### src/rtl/sp_mult_ctrl.sv
// ---------------------------------------------------------------------------
// sp_mult_ctrl
// Sequencer for the serial-parallel multiplier array. It accepts an operand
// pair through a start/ready handshake, holds the multiplicand on arr_y as the
// parallel operand, and streams the multiplier into the array LSB-first.
// After WIDTH multiplier bits it feeds WIDTH zeros so the array can flush its
// carries. The serial product bits returned on arr_p are assembled into a
// 2*WIDTH-bit result, and a one-cycle done pulse marks its arrival.
//
// Ports
//   clk           system clock, all state changes on the rising edge
//   rst_n         synchronous active-low reset
//   start         operation request, taken only while ready=1
//   multiplicand  parallel operand, captured on the accepting edge
//   multiplier    serial operand, captured on the accepting edge
//   ready         high in IDLE
//   busy          high in CLEAR and RUN
//   done          one-cycle pulse; product is valid from this cycle
//   product       last completed result, held until the next done
//   arr_clr       clears the array carry/sum registers (CLEAR only)
//   arr_en        array clock enable (RUN only)
//   arr_y         latched multiplicand
//   arr_x         current serial multiplier bit, 0 outside RUN
//   arr_p         serial product bit from the array, valid while arr_en=1
// ---------------------------------------------------------------------------
module sp_mult_ctrl #(
  parameter int WIDTH = 8
) (
  input  logic               clk,
  input  logic               rst_n,
  input  logic               start,
  input  logic [WIDTH-1:0]   multiplicand,
  input  logic [WIDTH-1:0]   multiplier,
  output logic               ready,
  output logic               busy,
  output logic               done,
  output logic [2*WIDTH-1:0] product,
  output logic               arr_clr,
  output logic               arr_en,
  output logic [WIDTH-1:0]   arr_y,
  output logic               arr_x,
  input  logic               arr_p
);

  localparam int PW = 2 * WIDTH;
  localparam int CW = $clog2(PW) + 1;
  localparam logic [CW-1:0] LAST_CNT = CW'(PW - 1);

  localparam logic [1:0] ST_IDLE  = 2'd0;
  localparam logic [1:0] ST_CLEAR = 2'd1;
  localparam logic [1:0] ST_RUN   = 2'd2;
  localparam logic [1:0] ST_DONE  = 2'd3;

  logic [1:0]       state_reg,   state_next;
  logic [CW-1:0]    cnt_reg,     cnt_next;
  logic [WIDTH-1:0] x_sr_reg,    x_sr_next;
  logic [WIDTH-1:0] y_reg,       y_next;
  logic [PW-1:0]    psr_reg,     psr_next;
  logic [PW-1:0]    product_reg, product_next;

  // Product shift register moved one place right with the new array bit at
  // the MSB; after 2*WIDTH shifts the bit from RUN cycle k sits at bit k.
  logic [PW-1:0] psr_shift;

  generate
    for (genvar gi = 0; gi < PW - 1; gi++) begin : g_psr_shift
      assign psr_shift[gi] = psr_reg[gi+1];
    end
  endgenerate
  assign psr_shift[PW-1] = arr_p;

  always_comb begin
    state_next   = state_reg;
    cnt_next     = cnt_reg;
    x_sr_next    = x_sr_reg;
    y_next       = y_reg;
    psr_next     = psr_reg;
    product_next = product_reg;
    case (state_reg)
      ST_IDLE: begin
        if (start) begin
          y_next     = multiplicand;
          x_sr_next  = multiplier;
          state_next = ST_CLEAR;
        end
      end
      ST_CLEAR: begin
        cnt_next   = '0;
        psr_next   = '0;
        state_next = ST_RUN;
      end
      ST_RUN: begin
        // Zero fill supplies the flush bits once the multiplier is used up.
        x_sr_next = {1'b0, x_sr_reg[WIDTH-1:1]};
        psr_next  = psr_shift;
        cnt_next  = cnt_reg + 1'b1;
        if (cnt_reg == LAST_CNT) begin
          // Capture straight from the shift input so the result is already
          // on product in the DONE cycle.
          product_next = psr_shift;
          state_next   = ST_DONE;
        end
      end
      ST_DONE: begin
        state_next = ST_IDLE;
      end
      default: begin
        state_next = ST_IDLE;
      end
    endcase
  end

  always_ff @(posedge clk) begin
    if (!rst_n) begin
      state_reg   <= ST_IDLE;
      cnt_reg     <= '0;
      x_sr_reg    <= '0;
      y_reg       <= '0;
      psr_reg     <= '0;
      product_reg <= '0;
    end else begin
      state_reg   <= state_next;
      cnt_reg     <= cnt_next;
      x_sr_reg    <= x_sr_next;
      y_reg       <= y_next;
      psr_reg     <= psr_next;
      product_reg <= product_next;
    end
  end

  // Handshake and array controls come from the registered state only.
  assign ready   = (state_reg == ST_IDLE);
  assign busy    = (state_reg == ST_CLEAR) || (state_reg == ST_RUN);
  assign done    = (state_reg == ST_DONE);
  assign arr_clr = (state_reg == ST_CLEAR);
  assign arr_en  = (state_reg == ST_RUN);
  assign arr_x   = (state_reg == ST_RUN) && x_sr_reg[0];
  assign arr_y   = y_reg;
  assign product = product_reg;

endmodule

### config.mk
export PLATFORM = sky130hd
export DESIGN_NAME = sp_mult_ctrl
export DESIGN_NICKNAME = d
export VERILOG_FILES = /design/src/rtl/sp_mult_ctrl.sv
export SDC_FILE = /design/constraint.sdc
export NUM_CORES = 1
export LEC_CHECK = 0
export CELL_PAD_IN_SITES_DETAIL_PLACEMENT = 0
export CELL_PAD_IN_SITES_GLOBAL_PLACEMENT = 1
export CORE_UTILIZATION = 38
export CTS_BUF_LIST = sky130_fd_sc_hd__clkbuf_4 sky130_fd_sc_hd__clkbuf_8
export DETAILED_ROUTE_END_ITERATION = 16
export GPL_ROUTABILITY_DRIVEN = 0
export PLACE_DENSITY = 0.93
export REMOVE_ABC_BUFFERS = 1
export SLEW_MARGIN = 5
export SYNTH_ARGS = -nofsm -noshare
export SYNTH_HDL_FRONTEND = slang
export SYNTH_SLANG_ARGS = --single-unit
### constraint.sdc
create_clock -name clk -period 2.4 [get_ports clk]
set_input_delay 0.72 -clock clk [delete_from_list [all_inputs] [get_ports clk]]
set_output_delay 0.72 -clock clk [all_outputs]
set_load 0.1 [all_outputs]
==> results of run 1 <==
[cells by family after synthesis]
group                    Yosys count  share of synthesized area [%]
multiplexers                       8                           3.89
buffers and inverters             25                           5.95
AO/OA/AOI/OAI                     57                           16.0
AND/OR/NAND/NOR                  107                           21.3
flip-flops                        54                           49.4
adder cells (fa/ha/maj)            6                           3.43
[worst max path at each step]
stage                  from          end  slack [ns]  cells after the start
5_1_grt        state_reg[0]        arr_x        0.13                      4
3_3_place_gp          start  x_sr_reg[7]        0.44                      4
6_report       state_reg[0]        arr_x        0.22                      4
3_5_place_dp          start  x_sr_reg[7]        0.43                      4
4_1_cts        state_reg[0]        arr_x        0.21                      4
2_1_floorplan  state_reg[0]        arr_x       -1.07                      3
[layer usage]
| metal | track usage, % | routed length (microns) | vias up |
|---|---|---|---|
| met5 | 0 | 0 | - |
| met4 | 6.04 | 85 | 0 |
| met3 | 4.71 | 201 | 8 |
| met2 | 26.5 | 2090 | 34 |
| met1 | 18.4 | 2050 | 806 |
| li1 | - | - | 948 |
[stage by stage]
stage	util, %	TNS [ns]	cells
after floorplan	-	-11.15	239
after global placement	49.0	0	367
after detailed placement	49.0	0	367
after CTS	50.8	0	375
after global routing	50.8	0	375
final	50.8	0	375
[power by group]
part | switching [W] | internal [W] | leakage [nW] | total (W)
combinational | 0.00106 | 0.000502 | 0.554 | 0.00156
sequential | 0.0000575 | 0.000991 | 0.438 | 0.00105
clock | 0.000322 | 0.000219 | 0.0506 | 0.000541
[cell usage in the layout, fill, tap and decap left out, types with 3 or more instances in the layout]
cell,instances
and2_1,4
mux2i_1,7
a211oi_2,7
ha_1,6
nand2_1,69
buf_4,31
a21oi_1,43
nand3_1,18
nor2b_1,3
clkbuf_8,5
inv_1,6
buf_12,6
nor2_1,5
dfxtp_1,54
clkdlybuf4s50_1,19
nor2_2,3
[worst register-to-register path, cell delays in order (launching register included)]
cell and delay, ns:
dfxtp_1 0.35, inv_1 0.10, ha_1 0.26, buf_4 0.32
and2_1 0.53, nand2_1 0.11, a21oi_1 0.14
[area by class of cell]
| class | instances | area [sq um] | area share [%] |
|---|---|---|---|
| timing repair buffer | 56 | 543 | 19.3 |
| clock buffer | 5 | 68.8 | 2.45 |
| clock inverter | 3 | 28.8 | 1.02 |
| inverter | 7 | 26.3 | 0.934 |
| multi-input combinational | 178 | 976 | 34.7 |
| tap | 72 | 90.1 | 3.20 |
| sequential | 54 | 1080 | 38.4 |
==> flow_metrics.py, run 1 <==
metrics = {
    "cells_and_area": {
        "num_antenna_cells": 0,
        "final_cell_area_sq_um": 2810,
        "largest_reg_flops": 16,
        "drive_gt1_share_pct": 18.8,
        "fill_cells": 569,
        "area_growth_pct": 28.7,
        "fin_nets": 328,
    },
    "sta": {
        "tightest_slew_ns": 0.552,
        "drv_slew": 0,
        "period_share_pct": 90.8,
        "finalHoldWorstSlack_ns": 0.461,
        "finalCriticalPeriod_ns": 2.18,
        "finalHoldViolCount": 0,
        "final.setup.worst_slack_ns": 0.221,
        "timing.fmax_mhz": 459,
        "rsz0062_at_grt": "false",
        "finalSetupViolations": 0,
        "clock_skew_ns": 0.0105,
        "max-slew-margin-rel_pct": 63.1,
    },
    "synth": {
        "synth_commonest_cells": "nand2_1, dfxtp_1, a21oi_1",
        "ys.warnings.count": 0,
        "synth.most_common_cell": "nand2_1",
        "synth_area_per_cell_sq_um": 8.51,
        "synthArstFlopShare_pct": 0,
        "synthFlopType": "dfxtp_1",
        "netlist_top_cells_area": "dfxtp_1, nand2_1, a21oi_1, nand3_1, a211oi_2",
        "synth_seq_cells": 54,
        "synth.largest_area_cell": "dfxtp_1",
        "synth_cell_types": 29,
        "yosysSeqAreaShare_pct": 49.4,
        "synth_edf_count": 0,
        "netlist.area_leader.share_pct": 49.4,
        "netlist_instances": 257,
        "synth_area_sq_um": 2190,
    },
    "global_routing": {
        "grt_usage_pct": 15.6,
        "grt_overflow": 0,
        "grt_pass1_wl_microns": 7420,
        "grt_max_degree": 37,
        "grt_antenna_before_repair": 0,
        "first_global_vias": 1673,
    },
    "setup_path": {
        "critPathTopFamily": "flip-flops",
        "ff2ff_path_depth": 6,
        "critical_path_class": "register to output pin",
        "critPathCaptureType": "output pin",
        "rr_startpoint": "state_reg[0]",
        "r2r_end": "product[11]",
        "cpPeakStageDelay_ns": 0.38,
        "cp_slowest_cell": "dfxtp_1",
        "worstSetupStartpointType": "register",
        "arrival_ns": 1.46,
        "reg2reg_slack_ns": 0.54,
        "crit_path_max_fanout": 4,
        "required_ns": 1.68,
        "crit_chain": "inv_1, ha_1, and2_1, buf_12",
        "path_buf_inv": 2,
    },
    "routing": {
        "drc": 0,
        "drt-wirelength-per-cell_microns": 11.8,
        "ant_nets": 0,
        "first_pass_iters": 4,
        "via_count": 1796,
        "via_per_inst": 4.79,
        "dr.first_iter.drc_count": 110,
        "routed_wl_microns": 4430,
    },
    "clocking": {
        "postCtsSetupBuffers": 0,
        "cts_tree": "done",
        "path_clk_slew_ns": 0.10,
        "clkLatencyLatePin_ns": 0.32,
        "cts_buffers": 5,
        "clock_path_buffers": 2,
        "cts.hold.buffers_added": 0,
        "cts.sinks": 54,
        "ctsResizeCount": 0,
        "h-tree-depth": 2,
        "clock_tree.root_cell": "clkbuf_8",
    },
    "floorplan": {
        "initial_core_util_pct": 39.5,
        "core_sq_um": 5540,
        "fp-row-count": 27,
        "die_h_microns": 77.9,
        "die_x_microns": 77.9,
        "dieArea_sq_um": 6060,
        "ioPinCount": 50,
    },
    "worst_hold_path": {
        "hold_start": "product[14]",
        "hp-class": "register to register",
        "hold_end": "product[14]",
        "worstHoldPathCells": 2,
    },
    "pwr": {
        "ir_worst_vdd_mv": 0.774,
        "leakage_nw": 1.04,
        "total_power_w": 0.00315,
        "power_density_nw_per_um2": 1120,
    },
    "placed_design": {
        "post-place-ws_ns": 0.430,
        "dp_hpwl_microns": 3090,
        "dpl_cell_area_sq_um": 2720,
        "port_buffers": 49,
    },
    "job": {
        "max_cap_viol_count": 0,
    },
    "status": {
        "outcome": "completed",
    },
}
No activity file was read; power rests on OpenSTA's default activity.
==> run 2, diff against run 1 <==
--- a/config.mk
+++ b/config.mk
@@ -7,6 +7,7 @@
 export LEC_CHECK = 0
 export CELL_PAD_IN_SITES_DETAIL_PLACEMENT = 0
 export CELL_PAD_IN_SITES_GLOBAL_PLACEMENT = 1
+export CORE_ASPECT_RATIO = 1.75
 export CORE_UTILIZATION = 38
 export CTS_BUF_LIST = sky130_fd_sc_hd__clkbuf_4 sky130_fd_sc_hd__clkbuf_8
 export DETAILED_ROUTE_END_ITERATION = 16
==> constraint.sdc (replaced) <==
create_clock -name clk -period 2.4 [get_ports clk]
set_input_delay 0.72 -clock clk [delete_from_list [all_inputs] [get_ports clk]]
set_output_delay 0.72 -clock clk [all_outputs]
set_load 0.005 [all_outputs]
==> run 2 against run 1 <==
- core utilization grew 0.61 points
- sequential share of layout area shrank 0.37 points
- via count grew 1.2%
- critical path type unchanged
- critical path depth shrank 1
- wire length shrank 0.88%
- cell count grew 0.53%
- count of clock-buffer cells in the layout grew 1
- highest routed layer unchanged
- clock skew shrank 0.0024 ns
==> flow_metrics.py, run 2 (synthesized netlist as in run 1, its figures left out) <==
metrics = {
    "clocking": {
        "h-tree-depth": 2,
        "postCtsSetupBuffers": 0,
        "cts_buffers": 5,
        "path_clk_slew_ns": 0.09,
        "clkLatencyLatePin_ns": 0.30,
        "clock_path_buffers": 2,
        "cts_tree": "done",
        "cts.sinks": 54,
        "clock_tree.root_cell": "clkbuf_8",
    },
    "setup_path": {
        "arrival_ns": 1.55,
        "required_ns": 1.68,
        "crit_path_max_fanout": 6,
        "critPathCaptureType": "output pin",
        "critical_path_class": "register to output pin",
        "crit_chain": "inv_1, ha_1, clkdlybuf4s50_1",
        "path_buf_inv": 2,
        "cp_slowest_cell": "clkdlybuf4s50_1",
        "worstSetupStartpointType": "register",
        "critPathTopFamily": "buffers and inverters",
        "cpPeakStageDelay_ns": 0.55,
    },
    "routing": {
        "drt-wirelength-per-cell_microns": 11.7,
        "dr.first_iter.drc_count": 24,
        "first_pass_iters": 4,
        "ant_nets": 0,
        "drc": 0,
        "routed_wl_microns": 4400,
        "via_per_inst": 4.82,
        "via_count": 1818,
    },
    "cells_and_area": {
        "final_cell_mix": "nand2_1, dfxtp_1, clkdlybuf4s50_1, a21oi_1, nand3_1",
        "fill_cells": 536,
        "drive_gt1_share_pct": 8.97,
        "final_common_cell": "nand2_1",
        "final_util_pct": 51.4,
        "num_antenna_cells": 0,
        "area_growth_pct": 30.2,
        "largest_reg_flops": 16,
        "fin_nets": 326,
    },
    "sta": {
        "tns_ns": 0,
        "finalCriticalPeriod_ns": 2.27,
        "max-slew-margin-rel_pct": 64.2,
        "finalHoldViolCount": 0,
        "finalSetupViolations": 0,
        "rsz0062_at_grt": "false",
        "tightest_slew_ns": 0.536,
        "clock_skew_ns": 0.00809,
        "period_share_pct": 94.5,
        "drv_slew": 0,
        "timing.fmax_mhz": 441,
    },
    "pwr": {
        "ir_worst_vdd_mv": 0.713,
        "power_density_nw_per_um2": 903,
        "leakage_nw": 0.969,
    },
    "status": {
        "outcome": "completed",
    },
    "job": {
        "max_cap_viol_count": 0,
    },
    "floorplan": {
        "ioPinCount": 50,
        "die_h_microns": 102,
        "fp-row-count": 36,
        "die_x_microns": 59.4,
        "dieArea_sq_um": 6080,
        "initial_core_util_pct": 39.5,
        "core_sq_um": 5540,
    },
    "global_routing": {
        "grt_usage_pct": 15.8,
        "grt_antenna_before_repair": 0,
        "grt_max_degree": 35,
        "grt_overflow": 0,
        "first_global_vias": 1715,
        "grt_pass1_wl_microns": 7360,
    },
    "placed_design": {
        "port_buffers": 49,
        "dp_hpwl_microns": 3030,
    },
    "worst_hold_path": {
        "hp-class": "register to register",
    },
}
## run 2: routing by layer
| layer | track usage (%) | vias up | wire, microns |
|---|---|---|---|
| met2 | 29.6 | 30 | 2350 |
| met5 | 0 | - | 0 |
| met1 | 16.1 | 838 | 1840 |
| met3 | 3.04 | 6 | 125 |
| li1 | - | 944 | - |
| met4 | 7.51 | 0 | 82 |
## run 2: area by class of cell
type	count	area, sq um	share of cell area [%]
Sequential cell	54	1080	38.0
Multi-Input combinational cell	178	976	34.3
Timing Repair Buffer	54	553	19.4
Tap cell	76	95.1	3.34
Clock buffer	6	76.3	2.68
Clock inverter	2	37.5	1.32
Inverter	7	26.3	0.923
## run 2: per-stage QoR
step	instance area, sq um	setup WS [ns]	std cells	hold slack, ns	total power (W)
2_1_floorplan	2080	0.237	239	0.432	0.00161
3_3_place_gp	2730	0.446	369	0.439	0.00198
3_5_place_dp	2730	0.414	369	0.442	0.00199
4_1_cts	2850	0.0592	377	0.457	0.00260
5_1_grt	2850	0.0113	377	0.478	0.00274
6_report	2850	0.131	377	0.455	0.00257
## run 2: where the power goes
| part | leakage [nW] | total, W | switching [W] | internal (W) |
|---|---|---|---|---|
| Clock | 0.0548 | 0.000607 | 0.000285 | 0.000323 |
| Combinational | 0.475 | 0.000912 | 0.000521 | 0.000391 |
| Sequential | 0.439 | 0.00105 | 0.0000571 | 0.000994 |
## run 2: what timing repair did
action                     4_1_cts  5_1_grt
hold buffers                     0        0
setup endpoints to repair        0        2
gates resized for setup          0        2
## run 2: worst paths after layout
| check | startpoint | to | slack, ns | depth (start not counted) |
|---|---|---|---|---|
| worst min register to register | arr_y[4] | arr_y[4] | 0.45 | 2 |
| worst max-delay path | state_reg[1] | ready | 0.13 | 3 |
| worst min-delay path | arr_y[4] | arr_y[4] | 0.45 | 2 |
| worst max register to register | state_reg[0] | product[6] | 0.53 | 6 |
## run 2: tightest hold or removal path, stage by stage (launching register included)
cell and delay [ns]:
dfxtp_1 0.32, nand2_1 0.05, a21oi_1 0.05
